--- src/rtl/crs_init_sequencer.sv ---
// Purpose: scripted bus master. It walks a ROM table of WRITE/POLL/DELAY/END entries
//          and drives them onto the system bus through the req/ack handshake.
// Latency: start accepted at edge 0 gives the first req after edge 2. Each access costs
//          the ack round trip plus 3 cycles (ack-low, fetch, decode).
// Backpressure: a request is held with adr/wr_data stable until ack rises. A new request
//          waits for ack low. Each wait is bounded by P_ACK_TIMEOUT.
// Ports:  clk/rst_n (synchronous, active low); start/busy/done/err/err_code/err_ptr for
//         status; rom_adr/rom_data for the table (1-cycle read latency); wr_req/rd_req/
//         bwr_req/ack/adr/wr_data/rd_data for the system bus.
module crs_init_sequencer #(
    parameter int P_ROM_ADR_W   = 8,
    parameter int P_ACK_TIMEOUT = 255,
    parameter int P_POLL_MAX    = 1000
) (
    input  logic                   clk,
    input  logic                   rst_n,
    input  logic                   start,
    output logic                   busy,
    output logic                   done,
    output logic                   err,
    output logic [1:0]             err_code,
    output logic [P_ROM_ADR_W-1:0] err_ptr,
    output logic [P_ROM_ADR_W-1:0] rom_adr,
    input  logic [31:0]            rom_data,
    output logic                   wr_req,
    output logic                   rd_req,
    output logic                   bwr_req,
    input  logic                   ack,
    output logic [11:0]            adr,
    output logic [15:0]            wr_data,
    input  logic [15:0]            rd_data
);

    localparam int TMO_W  = $clog2(P_ACK_TIMEOUT + 1);
    localparam int POLL_W = $clog2(P_POLL_MAX + 1);
    localparam logic [TMO_W-1:0]  TMO_LAST  = TMO_W'(P_ACK_TIMEOUT - 1);
    localparam logic [POLL_W-1:0] POLL_LAST = POLL_W'(P_POLL_MAX - 1);

    localparam logic [1:0] OP_WRITE = 2'b00;
    localparam logic [1:0] OP_POLL  = 2'b01;
    localparam logic [1:0] OP_DELAY = 2'b10;
    localparam logic [1:0] OP_END   = 2'b11;

    localparam logic [1:0] EC_ACK_TMO  = 2'd1;
    localparam logic [1:0] EC_POLL_TMO = 2'd2;
    localparam logic [1:0] EC_OVERRUN  = 2'd3;

    typedef enum logic [2:0] {
        S_IDLE,
        S_FETCH,
        S_DECODE,
        S_REQ,
        S_ACK_LOW,
        S_DELAY
    } state_t;

    state_t              state;
    logic [1:0]          op_q;
    logic [15:0]         rd_latch;
    logic [TMO_W-1:0]    tmo_cnt;
    logic [POLL_W-1:0]   poll_cnt;
    logic [15:0]         dly_cnt;

    logic                adv;
    logic                fail;
    logic [1:0]          fail_code;
    logic                unused_rsv;

    // Bits [29:28] of an entry are reserved and carry no meaning.
    assign unused_rsv = ^rom_data[29:28];
    assign bwr_req    = 1'b0;

    // Decide when the current entry is finished (adv) or has failed.
    // wr_data doubles as the POLL expected value.
    always_comb begin
        adv       = 1'b0;
        fail      = 1'b0;
        fail_code = 2'd0;
        case (state)
            S_REQ: begin
                if (!ack && tmo_cnt == TMO_LAST) begin
                    fail      = 1'b1;
                    fail_code = EC_ACK_TMO;
                end
            end
            S_ACK_LOW: begin
                if (ack) begin
                    if (tmo_cnt == TMO_LAST) begin
                        fail      = 1'b1;
                        fail_code = EC_ACK_TMO;
                    end
                end else if (op_q == OP_WRITE || rd_latch == wr_data) begin
                    adv = 1'b1;
                end else if (poll_cnt == POLL_LAST) begin
                    fail      = 1'b1;
                    fail_code = EC_POLL_TMO;
                end
            end
            S_DELAY: begin
                if (dly_cnt == 16'd0) begin
                    adv = 1'b1;
                end
            end
            default: ;
        endcase
        // The pointer never wraps: advancing past the last entry means no END was found.
        if (adv && (&rom_adr)) begin
            adv       = 1'b0;
            fail      = 1'b1;
            fail_code = EC_OVERRUN;
        end
    end

    always_ff @(posedge clk) begin
        if (!rst_n) begin
            state    <= S_IDLE;
            busy     <= 1'b0;
            done     <= 1'b0;
            err      <= 1'b0;
            err_code <= 2'd0;
            err_ptr  <= '0;
            rom_adr  <= '0;
            wr_req   <= 1'b0;
            rd_req   <= 1'b0;
            adr      <= '0;
            wr_data  <= '0;
            op_q     <= OP_WRITE;
            rd_latch <= '0;
            tmo_cnt  <= '0;
            poll_cnt <= '0;
            dly_cnt  <= '0;
        end else begin
            case (state)
                S_IDLE: begin
                    if (start) begin
                        done     <= 1'b0;
                        err      <= 1'b0;
                        err_code <= 2'd0;
                        rom_adr  <= '0;
                        busy     <= 1'b1;
                        state    <= S_FETCH;
                    end
                end
                S_FETCH: state <= S_DECODE;
                S_DECODE: begin
                    op_q     <= rom_data[31:30];
                    adr      <= rom_data[27:16];
                    wr_data  <= rom_data[15:0];
                    poll_cnt <= '0;
                    tmo_cnt  <= '0;
                    case (rom_data[31:30])
                        OP_WRITE: begin
                            wr_req <= 1'b1;
                            state  <= S_REQ;
                        end
                        OP_POLL: begin
                            rd_req <= 1'b1;
                            state  <= S_REQ;
                        end
                        OP_DELAY: begin
                            dly_cnt <= rom_data[15:0];
                            state   <= S_DELAY;
                        end
                        default: begin
                            done  <= 1'b1;
                            busy  <= 1'b0;
                            state <= S_IDLE;
                        end
                    endcase
                end
                S_REQ: begin
                    if (ack) begin
                        wr_req  <= 1'b0;
                        rd_req  <= 1'b0;
                        tmo_cnt <= '0;
                        state   <= S_ACK_LOW;
                        if (op_q == OP_POLL) begin
                            rd_latch <= rd_data;
                        end
                    end else begin
                        tmo_cnt <= tmo_cnt + 1'b1;
                    end
                end
                S_ACK_LOW: begin
                    if (ack) begin
                        tmo_cnt <= tmo_cnt + 1'b1;
                    end else if (!adv && !fail) begin
                        // POLL mismatch with attempts left: retry the read.
                        poll_cnt <= poll_cnt + 1'b1;
                        rd_req   <= 1'b1;
                        tmo_cnt  <= '0;
                        state    <= S_REQ;
                    end
                end
                S_DELAY: begin
                    if (dly_cnt != 16'd0) begin
                        dly_cnt <= dly_cnt - 1'b1;
                    end
                end
                default: state <= S_IDLE;
            endcase

            // Entry completion overrides the per-state updates above.
            if (fail) begin
                err      <= 1'b1;
                err_code <= fail_code;
                err_ptr  <= rom_adr;
                busy     <= 1'b0;
                wr_req   <= 1'b0;
                rd_req   <= 1'b0;
                state    <= S_IDLE;
            end else if (adv) begin
                rom_adr <= rom_adr + 1'b1;
                state   <= S_FETCH;
            end
        end
    end

endmodule

--- config.mk ---
export PLATFORM = sky130hd
export DESIGN_NAME = crs_init_sequencer
export DESIGN_NICKNAME = d
export VERILOG_FILES = /design/src/rtl/crs_init_sequencer.sv
export SDC_FILE = /design/constraint.sdc
export NUM_CORES = 1
export LEC_CHECK = 0
export ABC_AREA = 0
export CORE_UTILIZATION = 47
export CTS_CLUSTER_DIAMETER = 60
export CTS_CLUSTER_SIZE = 8
export DETAILED_ROUTE_END_ITERATION = 12
export PLACE_DENSITY_LB_ADDON = 0.12
export SLEW_MARGIN = 0
export SYNTH_ARGS = -nofsm -noshare
export SYNTH_HDL_FRONTEND = slang
export SYNTH_SLANG_ARGS = --single-unit
--- constraint.sdc ---
create_clock -name clk -period 2.2 [get_ports clk]
set_clock_uncertainty 0.15 [all_clocks]
set_input_delay 0.55 -clock clk [delete_from_list [all_inputs] [get_ports clk]]
set_output_delay 0.55 -clock clk [all_outputs]
set_load 0.03 [all_outputs]
# Word-level counts from Yosys, hierarchy flattened
# Cells that the tools add are included.
[word_totals]
ff_bits = 106
word_cells = 141
[op_classes]
addsub = 4
eq_ne = 26
n_mux = 58
bitwise = 2
n_reduce_logical = 34
[op_table]
columns = ["operator", "count"]
rows = [
  ["$mux W8", 7],
  ["$mux W16", 2],
  ["$pmux W16 S2", 1],
  ["$mux W1", 24],
  ["$pmux W8 S3", 1],
  ["$mux W10", 2],
  ["$ne A2 B2 Y1 const B", 10],
  ["$pmux W10 S2", 1],
  ["$pmux W3 S6", 1],
  ["$add A8 B1 Y8 const B", 2],
  ["$eq A16 B16 Y1", 1],
  ["$logic_not A16 Y1", 1],
  ["$reduce_bool A16 Y1", 1],
  ["$sub A16 B1 Y16 const B", 1],
  ["$ne A3 B3 Y1 const B", 5],
  ["$reduce_and A3 Y1", 5],
  ["$reduce_and A5 Y1", 3],
  ["$mux W2", 7],
  ["$mux W3", 4],
  ["$reduce_bool A2 Y1", 6],
  ["$add A10 B1 Y10 const B", 1],
  ["$eq A10 B10 Y1 const B", 1],
  ["$pmux W1 S2", 5],
  ["$eq A8 B8 Y1 const B", 1],
  ["19 further kinds", 31],
]

# Depth between registers and ports, before layout
[depth]
ltp_word = 13
mapped_depth = 10
mapped_depth_nobuf = 9

# Worst setup path before layout
# Ideal clock, no wire load.
[synth_timing]
kind = "register to register"
startpoint = "register wr_data[5]"
endpoint = "register err_ptr[0]"
setup_ns = 0.072
arrival_ns = 2.000
t_required_ns = 1.978
path_slack_ns = -0.022
stages_incl_launch_ff = 9
n_path_buf = 1
path_cell_list = "dfxtp_1 > xnor2_1 > nand4_1 > nor4_4 > nor2_2 > a31oi_2 > a21boi_1 > buf_4 > mux2i_1"
[synth_via]
elab_chain_cells = 7
word_cells_on_any_way = 10
[synth_rtl]
columns = ["item", "line", "text"]
rows = [
  ["start: declaration", "30", "output logic [15:0] wr_data,"],
  ["start signal: assignment", "148", "wr_data <= rom_data[15:0];"],
  ["$eq A16 B16 Y1 (*)", "92", "end else if (op_q == OP_WRITE || rd_latch == wr_data) begin"],
  ["$logic_or A1 B1 Y1 (*)", "92", ""],
  ["$mux W1", "92", ""],
  ["$mux W1", "87", "if (ack) begin"],
  ["$pmux W1 S2", "79", "case (state)"],
  ["$logic_and A1 B1 Y1", "107", "if (adv && (&rom_adr)) begin"],
  ["$mux W1 (*)", "107", ""],
  ["end signal: assignment", "207", "err_ptr <= rom_adr;"],
  ["end: declaration", "22", "output logic [P_ROM_ADR_W-1:0] err_ptr,"],
]
# Mark *: on every way between the ends. The rest lies on a longest branch, timed or not.
# A chain may end at the register's enable or synchronous reset.

# Final worst setup path
[layout_timing]
startpoint = "register wr_data[10]"
endpoint = "register err_ptr[3]"
# The elaborated chain is that of the path after synthesis.

==> results.tsv <==
metric	value	unit
fmax	441	MHz
port_buffers	100	
path_clk_slew	100	ps
yosys_most_used_dff	dfxtp_1	
core-area	0.0108	sq mm
fill_cells	872	
die_h	108	um
grt_use_met3	0.0726	
die_area	0.0116	sq mm
cts_tree	done	
drtAntennaViolNets	0	
layout-drive-gt1-share	0.222	
power_frac_comb	0.255	
rsz0062_at_grt	yes	
antenna_found_initial	0	
place.gp.congestion	0.875	
cts-hold-fix-buffers	0	
area_delta_synth_final	43.2	%
routedWlPerCell	15.7	um
critPathKind	flop to flop	
startpoint_type	flop	
grt_busiest_layer	met2	
peakVddDrop	0.000469	V
final_cell_mix	119 x nand2_1, 98 x buf_4, 97 x dfxtp_1	
synth_edf_count	0	
viasPerCell	5.57	
intPower	3.03	mW
min-delay-path-class	flop to flop	
finalPower	4.38	mW
arrival	2430	ps
powerDensity	583	mW/mm^2
setup_viol	13	
cts_buffer_depth	2	
endpoint_kind	flop	
grt_max_degree	35	
pwr-share-seq	0.464	
power.switching	1.34	mW
grt_pass1_vias	5258	
netlist_instances	653	
synth_top_area_share	0.405	
critPathMaxFanout	8	
finalHoldViolCount	0	
synth_area_leader_cell	dfxtp_1	
async_flop_share	0	
grt_pass1_wl	24700	um
drv_cap	0	
synth_fp_nets	711	
grt_util_all_layers	0.271	
nNetsFinal	891	
cp.required	2360	ps
switching_share	0.307	
htreeDepth	3	
clkPwrFrac	0.282	
root_buffer	clkbuf_8	
synth_area_per_cell	8.02	sq um
layout_commonest_cell	nand2_1	
dpl.hpwl	11100	um
clk-insertion-delay-late	390	ps
vias	5448	
wl	15300	um
start_util	0.483	
final_area	0.00750	sq mm
placed_cell_area	0.00702	sq mm
power_leakage	2.91	nW
layout_setup_ws	-68.8	ps
ys_ff_latch	106	
synthDistinctLibCells	75	
top_level_ports	104	
ys_warn_count	0	
dr.pass1.iters	5	
ys_top_cells_by_area	dfxtp_1 40%, nand2_1 8.5%, a21oi_1 6.8%	
drtIter0Drc	367	
violations	negative setup slack	
numCtsBuffers	9	
die_w	108	um
status	finished with violations	
clock_sinks	106	
synth_area	0.00524	sq mm
yosysSeqAreaShare	0.405	
antenna_cells	0	
drcViolationCount	0	
gr-total-overflow	0	
fin_crit_sh	1.03	
num_rows	38	
grtUsageMet2	0.462	
slew_violations	0	
period_needed	2270	ps
grt_util_met1	0.327	
-- flip-flops by register name (all words and copies together) (netlist names), 3 cells and up --
signal,count
adr,12
poll_cnt,10
rd_latch,16
tmo_cnt,8
wr_data,16
state,3
rom_adr,8
dly_cnt,16
err_ptr,8
-- final cells by class --
cell class / count / area, sq um / share of cell area
clock buffer: 9 / 124 / 0.0165
clock inverter: 7 / 73.8 / 0.00984
timing repair buffer: 207 / 1860 / 0.248
inverter: 11 / 41.3 / 0.00550
sequential: 106 / 2130 / 0.284
tap: 140 / 175 / 0.0233
multi-input combinational: 498 / 3090 / 0.412
-- worst max-delay path: stages, from the launching register on --
cell and delay (ps):
dfxtp_2 340, xnor2_1 160, nand4_1 210, nor4_4 340
buf_4 180, nor2_4 60, a31oi_4 170, a21boi_4 230
buf_12 150, mux2i_1 200
-- metrics by stage --
stage	setup slack [ps]	hold WS [ps]	utilization	setup TNS, ps	std cells
global placement	-404	291	0.648	-14260	950
finish	-68.8	308	0.692	-415	978
CTS	-47.4	310	0.673	-244	972
floorplan	0.419	274	-	0	653
global route	-234	333	0.692	-4430	978
detailed placement	-506	300	0.648	-17880	950
-- power groups by stage --
stage / registers, mW / clock network [mW] / logic, mW
6_report: 2.03 / 1.23 / 1.11
5_1_grt: 2.04 / 1.34 / 1.21
4_1_cts: 2.03 / 1.26 / 1.06
3_5_place_dp: 2.07 / 0 / 1.03
3_3_place_gp: 2.07 / 0 / 1.01
2_1_floorplan: 2.16 / 0 / 0.447
-- worst paths after layout --
| check | slack (ps) | endpoint | startpoint | depth (start not counted) |
|---|---|---|---|---|
| worst max-delay path | -70 | err_ptr[3]$_SDFFE_PN0P_ | wr_data[10]$_SDFFE_PN0P_ | 9 |
| worst min-delay path | 310 | adr[2]$_SDFFE_PN0P_ | adr[2]$_SDFFE_PN0P_ | 2 |
| worst max register to register | -70 | err_ptr[3]$_SDFFE_PN0P_ | wr_data[10]$_SDFFE_PN0P_ | 9 |
| worst min register to register | 310 | adr[2]$_SDFFE_PN0P_ | adr[2]$_SDFFE_PN0P_ | 2 |
-- synthesized netlist by cell type, types with 7 or more instances --
| master | number |
|---|---|
| a31oi_1 | 10 |
| dfxtp_1 | 106 |
| o21ai_0 | 37 |
| buf_2 | 9 |
| and3_1 | 10 |
| nand2_1 | 119 |
| inv_1 | 9 |
| nor2_1 | 67 |
| nand3_1 | 21 |
| nor3_1 | 7 |
| clkbuf_1 | 24 |
| mux2i_1 | 24 |
| a21oi_1 | 71 |
| xnor2_1 | 16 |
-- layer usage --
metal  part of all wire  routed length, um
met5                  0                  0
met4              0.021                329
met3              0.056                856
met2               0.50               7670
met1               0.42               6480
-- cells by family after synthesis --
kind of cell / count (synthesis) / synth area share
simple gates: 282 / 0.268
compound gates: 168 / 0.196
flops: 106 / 0.405
buf+inv: 49 / 0.0415
mux: 24 / 0.0458
xor+xnor: 17 / 0.0284
fa+ha+maj: 6 / 0.0143
other cells: 1 / 0.000716
-- timing repair --
item,CTS,global route
pin swaps,9,25
setup buffers,6,7
resized for setup,37,39
setup endpoints to repair,55,49
Power figures use the tool's default switching activity.
